`src/rtl/studio2_keypad.sv`:
```
// Studio II keypad front end: PS/2 make/break -> two 10-key matrices with minimum-hold
// stretching, plus OUT 2 key select and EF3_n/EF4_n poll. Keypad 2 built only with STUDIO2_KEYPAD2_EN.

module studio2_keypad_pad #(
  parameter int MIN_HOLD = 50000,
  parameter int HOLD_W   = 16,
  parameter bit PAD2     = 1'b0
) (
  input  logic       clk_sys,
  input  logic       reset,
  input  logic       ev,
  input  logic       make,
  input  logic [7:0] code,
  output logic [9:0] keys
);
  localparam logic [HOLD_W-1:0] HOLD_INIT = HOLD_W'(MIN_HOLD);

  logic [9:0]        pressed_q, pressed_d;
  logic [9:0]        pend_q, pend_d;
  logic [HOLD_W-1:0] cnt_q, cnt_d;
  logic              hit;
  logic [3:0]        idx;

  always_comb begin
    hit = 1'b1;
    idx = 4'd0;
    if (!PAD2) begin
      case (code)
        8'h45: idx = 4'd0;
        8'h16: idx = 4'd1;
        8'h1E: idx = 4'd2;
        8'h26: idx = 4'd3;
        8'h25: idx = 4'd4;
        8'h2E: idx = 4'd5;
        8'h36: idx = 4'd6;
        8'h3D: idx = 4'd7;
        8'h3E: idx = 4'd8;
        8'h46: idx = 4'd9;
        default: hit = 1'b0;
      endcase
    end else begin
      case (code)
        8'h70: idx = 4'd0;
        8'h69: idx = 4'd1;
        8'h72: idx = 4'd2;
        8'h7A: idx = 4'd3;
        8'h6B: idx = 4'd4;
        8'h73: idx = 4'd5;
        8'h74: idx = 4'd6;
        8'h6C: idx = 4'd7;
        8'h75: idx = 4'd8;
        8'h7D: idx = 4'd9;
        default: hit = 1'b0;
      endcase
    end
  end

  // Expiry is resolved first so an event in the same cycle sees the post-expiry state.
  always_comb begin
    pressed_d = pressed_q;
    pend_d    = pend_q;
    cnt_d     = cnt_q;
    if (cnt_q != '0) begin
      cnt_d = cnt_q - HOLD_W'(1);
      if (cnt_q == HOLD_W'(1)) begin
        pressed_d = pressed_d & ~pend_q;
        pend_d    = '0;
      end
    end
    if (ev && hit) begin
      if (make) begin
        pressed_d[idx] = 1'b1;
        pend_d[idx]    = 1'b0;
        cnt_d          = HOLD_INIT;
      end else if (cnt_d == '0) begin
        pressed_d[idx] = 1'b0;
      end else begin
        pend_d[idx] = 1'b1;
      end
    end
  end

  always_ff @(posedge clk_sys or posedge reset) begin
    if (reset) begin
      pressed_q <= '0;
      pend_q    <= '0;
      cnt_q     <= '0;
    end else begin
      pressed_q <= pressed_d;
      pend_q    <= pend_d;
      cnt_q     <= cnt_d;
    end
  end

  assign keys = pressed_q;
endmodule

module studio2_keypad #(
  parameter int MIN_HOLD = 50000,
  parameter int HOLD_W   = 16
) (
  input  logic        clk_sys,
  input  logic        reset,
  input  logic [10:0] ps2_key,
  input  logic        io_out,
  input  logic [2:0]  io_n,
  input  logic [7:0]  cpu_dout,
  output logic [3:0]  key_sel,
  output logic [9:0]  kp1_keys,
  output logic [9:0]  kp2_keys,
  output logic        ef3_n,
  output logic        ef4_n
);
  logic       old_toggle_q, old_toggle_d;
  logic       primed_q, primed_d;
  logic [3:0] key_sel_q, key_sel_d;
  logic       ef3_n_q, ef3_n_d;
  logic       ev;
  logic [15:0] kp1_ext;

  // The first post-reset cycle only captures the toggle bit so a stale level isn't an event.
  assign ev = primed_q && (ps2_key[10] != old_toggle_q) && !ps2_key[8];
  assign kp1_ext = {6'd0, kp1_keys};

  always_comb begin
    old_toggle_d = ps2_key[10];
    primed_d     = 1'b1;
    key_sel_d    = key_sel_q;
    if (io_out && io_n == 3'd2) key_sel_d = cpu_dout[3:0];
    ef3_n_d = ~kp1_ext[key_sel_q];
  end

  always_ff @(posedge clk_sys or posedge reset) begin
    if (reset) begin
      old_toggle_q <= 1'b0;
      primed_q     <= 1'b0;
      key_sel_q    <= 4'd0;
      ef3_n_q      <= 1'b1;
    end else begin
      old_toggle_q <= old_toggle_d;
      primed_q     <= primed_d;
      key_sel_q    <= key_sel_d;
      ef3_n_q      <= ef3_n_d;
    end
  end

  studio2_keypad_pad #(.MIN_HOLD(MIN_HOLD), .HOLD_W(HOLD_W), .PAD2(1'b0)) u_pad1 (
    .clk_sys(clk_sys), .reset(reset), .ev(ev), .make(ps2_key[9]),
    .code(ps2_key[7:0]), .keys(kp1_keys)
  );

`ifdef STUDIO2_KEYPAD2_EN
  logic        ef4_n_q, ef4_n_d;
  logic [15:0] kp2_ext;

  assign kp2_ext = {6'd0, kp2_keys};

  always_comb begin
    ef4_n_d = ~kp2_ext[key_sel_q];
  end

  always_ff @(posedge clk_sys or posedge reset) begin
    if (reset) ef4_n_q <= 1'b1;
    else       ef4_n_q <= ef4_n_d;
  end

  studio2_keypad_pad #(.MIN_HOLD(MIN_HOLD), .HOLD_W(HOLD_W), .PAD2(1'b1)) u_pad2 (
    .clk_sys(clk_sys), .reset(reset), .ev(ev), .make(ps2_key[9]),
    .code(ps2_key[7:0]), .keys(kp2_keys)
  );
  assign ef4_n = ef4_n_q;
`else
  assign kp2_keys = '0;
  assign ef4_n    = 1'b1;
`endif

  assign key_sel = key_sel_q;
  assign ef3_n   = ef3_n_q;
endmodule

```
`config.mk`:
```
export PLATFORM = sky130hd
export DESIGN_NAME = studio2_keypad
export DESIGN_NICKNAME = d
export VERILOG_FILES = /design/src/rtl/studio2_keypad.sv
export SDC_FILE = /design/constraint.sdc
export NUM_CORES = 1
export LEC_CHECK = 0
export ABC_AREA = 1
export ABC_CLOCK_PERIOD_IN_PS = 2700
export CAP_MARGIN = 20
export CORE_UTILIZATION = 42
export CTS_BUF_LIST = sky130_fd_sc_hd__clkbuf_2
export CTS_CLUSTER_SIZE = 28
export DETAILED_ROUTE_END_ITERATION = 8
export DONT_BUFFER_PORTS = 1
export PLACE_DENSITY_LB_ADDON = 0.08
export SETUP_SLACK_MARGIN = 0.15
export SLEW_MARGIN = 15
export SYNTH_ARGS = -nofsm -noshare
export SYNTH_HDL_FRONTEND = slang
export SYNTH_HIERARCHICAL = 1
export SYNTH_SLANG_ARGS = --single-unit
```
`constraint.sdc`:
```
create_clock -name clk_sys -period 2.7 [get_ports clk_sys]
set_input_delay 0.54 -clock clk_sys [delete_from_list [all_inputs] [get_ports clk_sys]]
set_output_delay 0.54 -clock clk_sys [all_outputs]
set_load 0.02 [all_outputs]
```
# == Yosys cells after proc, flatten, opt, wreduce, memory -nomap -nowiden ==
# Cells that the tools add are included.
# Widths: inputs -> output; s select.
# word_totals
in_bits,25
output_inout_bits,26
register_bits,43
wordCells,60
# op_classes
n_mux,19
addsub,1
magnitude_cmp,3
bitwise,8
eq_ne,13
reduce_logical,9
# ops
op,n
$mux 10,10
$eq 8x6->1 const B,6
$mux 16,3
$pmux 4 s9,1
$and 10x10->10,3
$not 10->10,2
$or 10x10->10,2
$eq 16x1->1 const B,1
$eq 8x5->1 const B,2
$eq 8x7->1 const B,2
$logic_not 16->1,1
$reduce_bool 16->1,1
$sub 16x1->16 const B,1
$lt 4x5->1 const B,2
$reduce_or 10->1,1
$logic_and 1x1->1,5
$bmux 1 s4,1
$demux 1 s4,1
$ge 4x1->1 const B,1
$eq 3x2->1 const B,1
$mux 1,3
$logic_not 1->1,1
$ne 1x1->1,1
$not 1->1,1

# == Depth between registers and ports, before layout ==
# logic_depth
depth_word,11
mapped_depth,16
depth_no_buf,14

# == Modules after synthesis ==
# The synthesis kept the hierarchy.
# by_module_without_submodules
mod,cells_each,area_per_inst_um2,n_inst
studio2_keypad_pad,363,2443.6,1
studio2_keypad,56,432.9,1

# == Worst setup path after synthesis ==
# Ideal clock, no wire load.
# synth_path
kind,reg2reg
startpoint,register u_pad1.cnt_q[0]
endpoint,"register u_pad1.pressed_q[8], in the netlist u_pad1/keys[8]"
path_slack_ns,0.690
arrival_time_ns,1.886
setup_time_ns,0.124
path_stages_with_launch,15
path_cell_list,dfrtp_1 inv_1 ha_1 nand2_1 nor2_2 nand2_1 nand2_1 nand2_1 nand2_1 nand3_1 nor2_4 nand2_2 buf_6 nor2_4 o21bai_1
# synth_between
elab_chain_len,7
word_cells_on_any_way,12
# synth_rtl
element,line_no,source
start: declaration,20,"logic [HOLD_W-1:0] cnt_q, cnt_d;"
start signal: assignment,91,cnt_q <= cnt_d;
"parallel branches: the longest is 6 deep, another holds $sub 16x1->16",--,
$mux 10 (*),70,if (ev && hit) begin
net u_pad1.pressed_d[8],18,"logic [9:0] pressed_q, pressed_d;"
end signal: assignment,89,pressed_q <= pressed_d;
end: declaration,18,
# Mark *: on every way through the listed nets, which the timed path passes.
# A chain may end at the register's enable or synchronous reset.

# == Worst setup path in the final report ==
# layout_path
startpoint,register u_pad1.cnt_q[0]
endpoint,"register u_pad1.pressed_q[4], in the netlist u_pad1/keys[4]"
# Same word-level chain as after synthesis.

==> qor.csv <==
stage;metric;value;unit
setup_path;crit_required;3.03;ns
clock_network;cts.reportedPaths.clkPinSlew;0.26;ns
cells_and_area;final-seq-area;1080;sq um
clock_network;cts_buffers;5;
synth;synth_edf_count;0;
routing;drcViolationCount;5;
timing;grt_setup_unrepaired;no;
timing;fin_ws;0.413;ns
power_and_ir_drop;powerDensity;518;nW/um^2
setup_path;path_cells;inv_1 -> ha_1 -> nand2_1 -> nor2_2 -> nand2_1 -> nand2_1 -> nand2_1 -> nand2_1 -> nand3_1 -> nor2_4 -> buf_4 -> nand4_1 -> nand2_1 -> nand2_1;
timing;fin_worst_skew;0.0266;ns
global_route;grt_usage;0.195;
cells_and_area;drive_gt1_frac;0.104;
global_route;grt_pass1_vias;2265;
synth;synth_ff_type;dfrtp_1;
floorplanning;io-pin-count;51;
floorplanning;fp-row-count;29;
setup_path;critPathKind;reg2reg;
timing;slew_viol_final;0;
power_and_ir_drop;power;1.54;mW
floorplanning;initial_core_util;0.443;
setup_path;crit_fanout;8;
floorplanning;coreArea;6490;sq um
cells_and_area;design_area;2980;sq um
placement;dp.cells;493;
global_route;grt_pass1_wl;11000;microns
placement;dp_slack;0.358;ns
cells_and_area;fillers;696;
timing;setup_tns;0;ns
setup_path;max_stage_delay;0.45;ns
cells_and_area;layout_commonest_cell;nand2_1;
global_route;grt-ovfl-total;0;
power_and_ir_drop;p_leak;1.67;nW
cells_and_area;instances_no_fill;502;
routing;vias_per_cell;4.90;
placement;hpwl;4720;microns
synth;syn_area;2880;sq um
power_and_ir_drop;vdd_ir_drop_max;199;uV
timing;hold_viol;0;
cells_and_area;diodes;0;
clock_network;cts_htree_levels;2;
min_path;min_path_type;in2async;
synth;syn-mean-instance-area;6.87;sq um
clock_network;clockBufferDepth;2;
timing;min_period;2.29;ns
run;drv_cap;0;
synth;yosysUniqueCellTypes;31;
floorplanning;die-area;7180;sq um
routing;drtIter0Drc;102;
routing;wl_per_cell;12.6;microns
synth;synth_cells;419;
clock_network;postCtsSetupBuffers;0;
clock_network;cts_tree;yes;
global_route;grt_max_degree;37;
placement;placed_cell_area;2920;sq um
setup_path;crit_arrival;2.62;ns
clock_network;numClockSinks;43;
setup_path;critPathCaptureType;flop;
synth;synthArstFlopShare;1.00;
floorplanning;die_height;84.8;microns
status;violations;design-rule violations;
timing;finalCritPeriodShare;0.847;
floorplanning;die_w;84.8;microns
timing;clock.fmax;437;MHz
routing;firstDrtPassIters;6;
routing;antenna_left;0;
clock_network;cts_root_buf;clkbuf_2;
setup_path;crit_top_cell;nand2_1;
cells_and_area;multiInputGateArea;1450;sq um
setup_path;worstRegToRegCells;14;
status;status;finished, violations left;
routing;vias;2460;
setup_path;start_kind;flop;
timing;setup_viol;0;
placement;place_congestion;0.821;
routing;wl;6330;microns
global_route;antenna_found_initial;0;
setup_path;cpMaxStageDelayCell;dfrtp_1;
clock_network;clock_latency;0.42;ns
synth;ys_warn_count;6;
cells_and_area;layout.nets;452;
synth;yosysSeqAreaShare;0.375;
cells_and_area;synthToLayoutAreaGrowth;3.70;%
placement;place.port_buffers;0;
synth;ys_ff_latch;43;
cells_and_area;final_cell_mix;nand2_1, inv_1, nor2_1;
[worst paths after layout]
kind | to | slack [ns] | from
max | u_pad1/keys[4]$_DFF_PP0_ | 0.41 | u_pad1/cnt_q[0]$_DFF_PP0_
min | u_pad1/keys[3]$_DFF_PP0_ | 0.06 | reset
max reg2reg | u_pad1/keys[4]$_DFF_PP0_ | 0.41 | u_pad1/cnt_q[0]$_DFF_PP0_
min reg2reg | u_pad1/pend_q[4]$_DFF_PP0_ | 0.55 | u_pad1/pend_q[4]$_DFF_PP0_
max in group asynchronous | ef3_n$_DFF_PP1_ | 2.02 | reset
min in group clk_sys | old_toggle_q$_DFF_PP0_ | 0.10 | ps2_key[10]
[layer usage]
layer / GRT usage / routed length [microns]
met1: 0.290 / 3310
met2: 0.287 / 2630
met3: 0.0433 / 345
met4: 0.0462 / 43
met5: 0 / 0
[sequential cells by signal, summed over array words and instances (netlist names)]
register / flops
u_pad1/keys: 10
primed_q: 1
u_pad1/cnt_q: 16
old_toggle_q: 1
ef3_n: 1
u_pad1/pend_q: 10
key_sel: 4
[layout make-up]
class                           instances  area share
Clock buffer                            5     0.00839
Clock inverter                          3     0.00797
Inverter                               71      0.0898
Multi-Input combinational cell        297       0.484
Sequential cell                        43       0.361
Tap cell                               77      0.0323
Timing Repair Buffer                    6      0.0159
[report_power, final]
part	switching, mW	internal [mW]
clock network	0.239	0.0665
registers	0.102	0.722
logic	0.266	0.149
total	0.607	0.938
[repair_timing]
item | 4_1_cts | 5_1_grt
setup endpoints to repair | 0 | 1
gates resized for setup | 0 | 1
endpoints found under the hold margin | 6 | 0
hold buffers | 1 | 0
[Yosys cell counts (2+ instances only)]
master / instances / area [sq um]
clkbuf_1: 3 / 11.3
nand2_1: 110 / 413
nand3_2: 5 / 50.1
nand3_1: 29 / 145
o21ai_1: 2 / 10.0
nor2_2: 3 / 18.8
inv_1: 67 / 251
buf_4: 12 / 90.1
nor2_4: 7 / 78.8
nand3b_1: 5 / 37.5
xnor2_1: 4 / 35.0
o21ai_0: 13 / 65.1
inv_2: 3 / 11.3
a21oi_1: 15 / 75.1
buf_6: 2 / 22.5
o21bai_1: 3 / 22.5
conb_1: 2 / 7.51
nor2_1: 56 / 210
nand2_2: 10 / 62.6
ha_1: 3 / 37.5
nand4_1: 13 / 81.3
dfrtp_1: 42 / 1050
xor2_1: 2 / 17.5
[worst max-delay path: cells and delay by family (launching register included)]
kind                       cells  cell delay [ns]
and+or+nand+nor               11             1.13
DFF                            1             0.45
adders and majority gates      1             0.29
buffers and inverters          2             0.34
[stage by stage]
stage / hold WS, ns / util
CTS: 0.0371 / 0.458
global route: 0.00773 / 0.459
global placement: 0.369 / 0.449
detailed placement: 0.369 / 0.449
floorplan: 0.343 / -
finish: 0.0630 / 0.459
[kinds of logic after synthesis]
group	after synthesis	synth area share
compound gates	36	0.0679
xor+xnor	6	0.0183
fa+ha+maj	3	0.0131
buf+inv	89	0.138
flops	43	0.375
other cells	2	0.00261
simple gates	240	0.386
No activity file was read; power rests on OpenSTA's default activity.
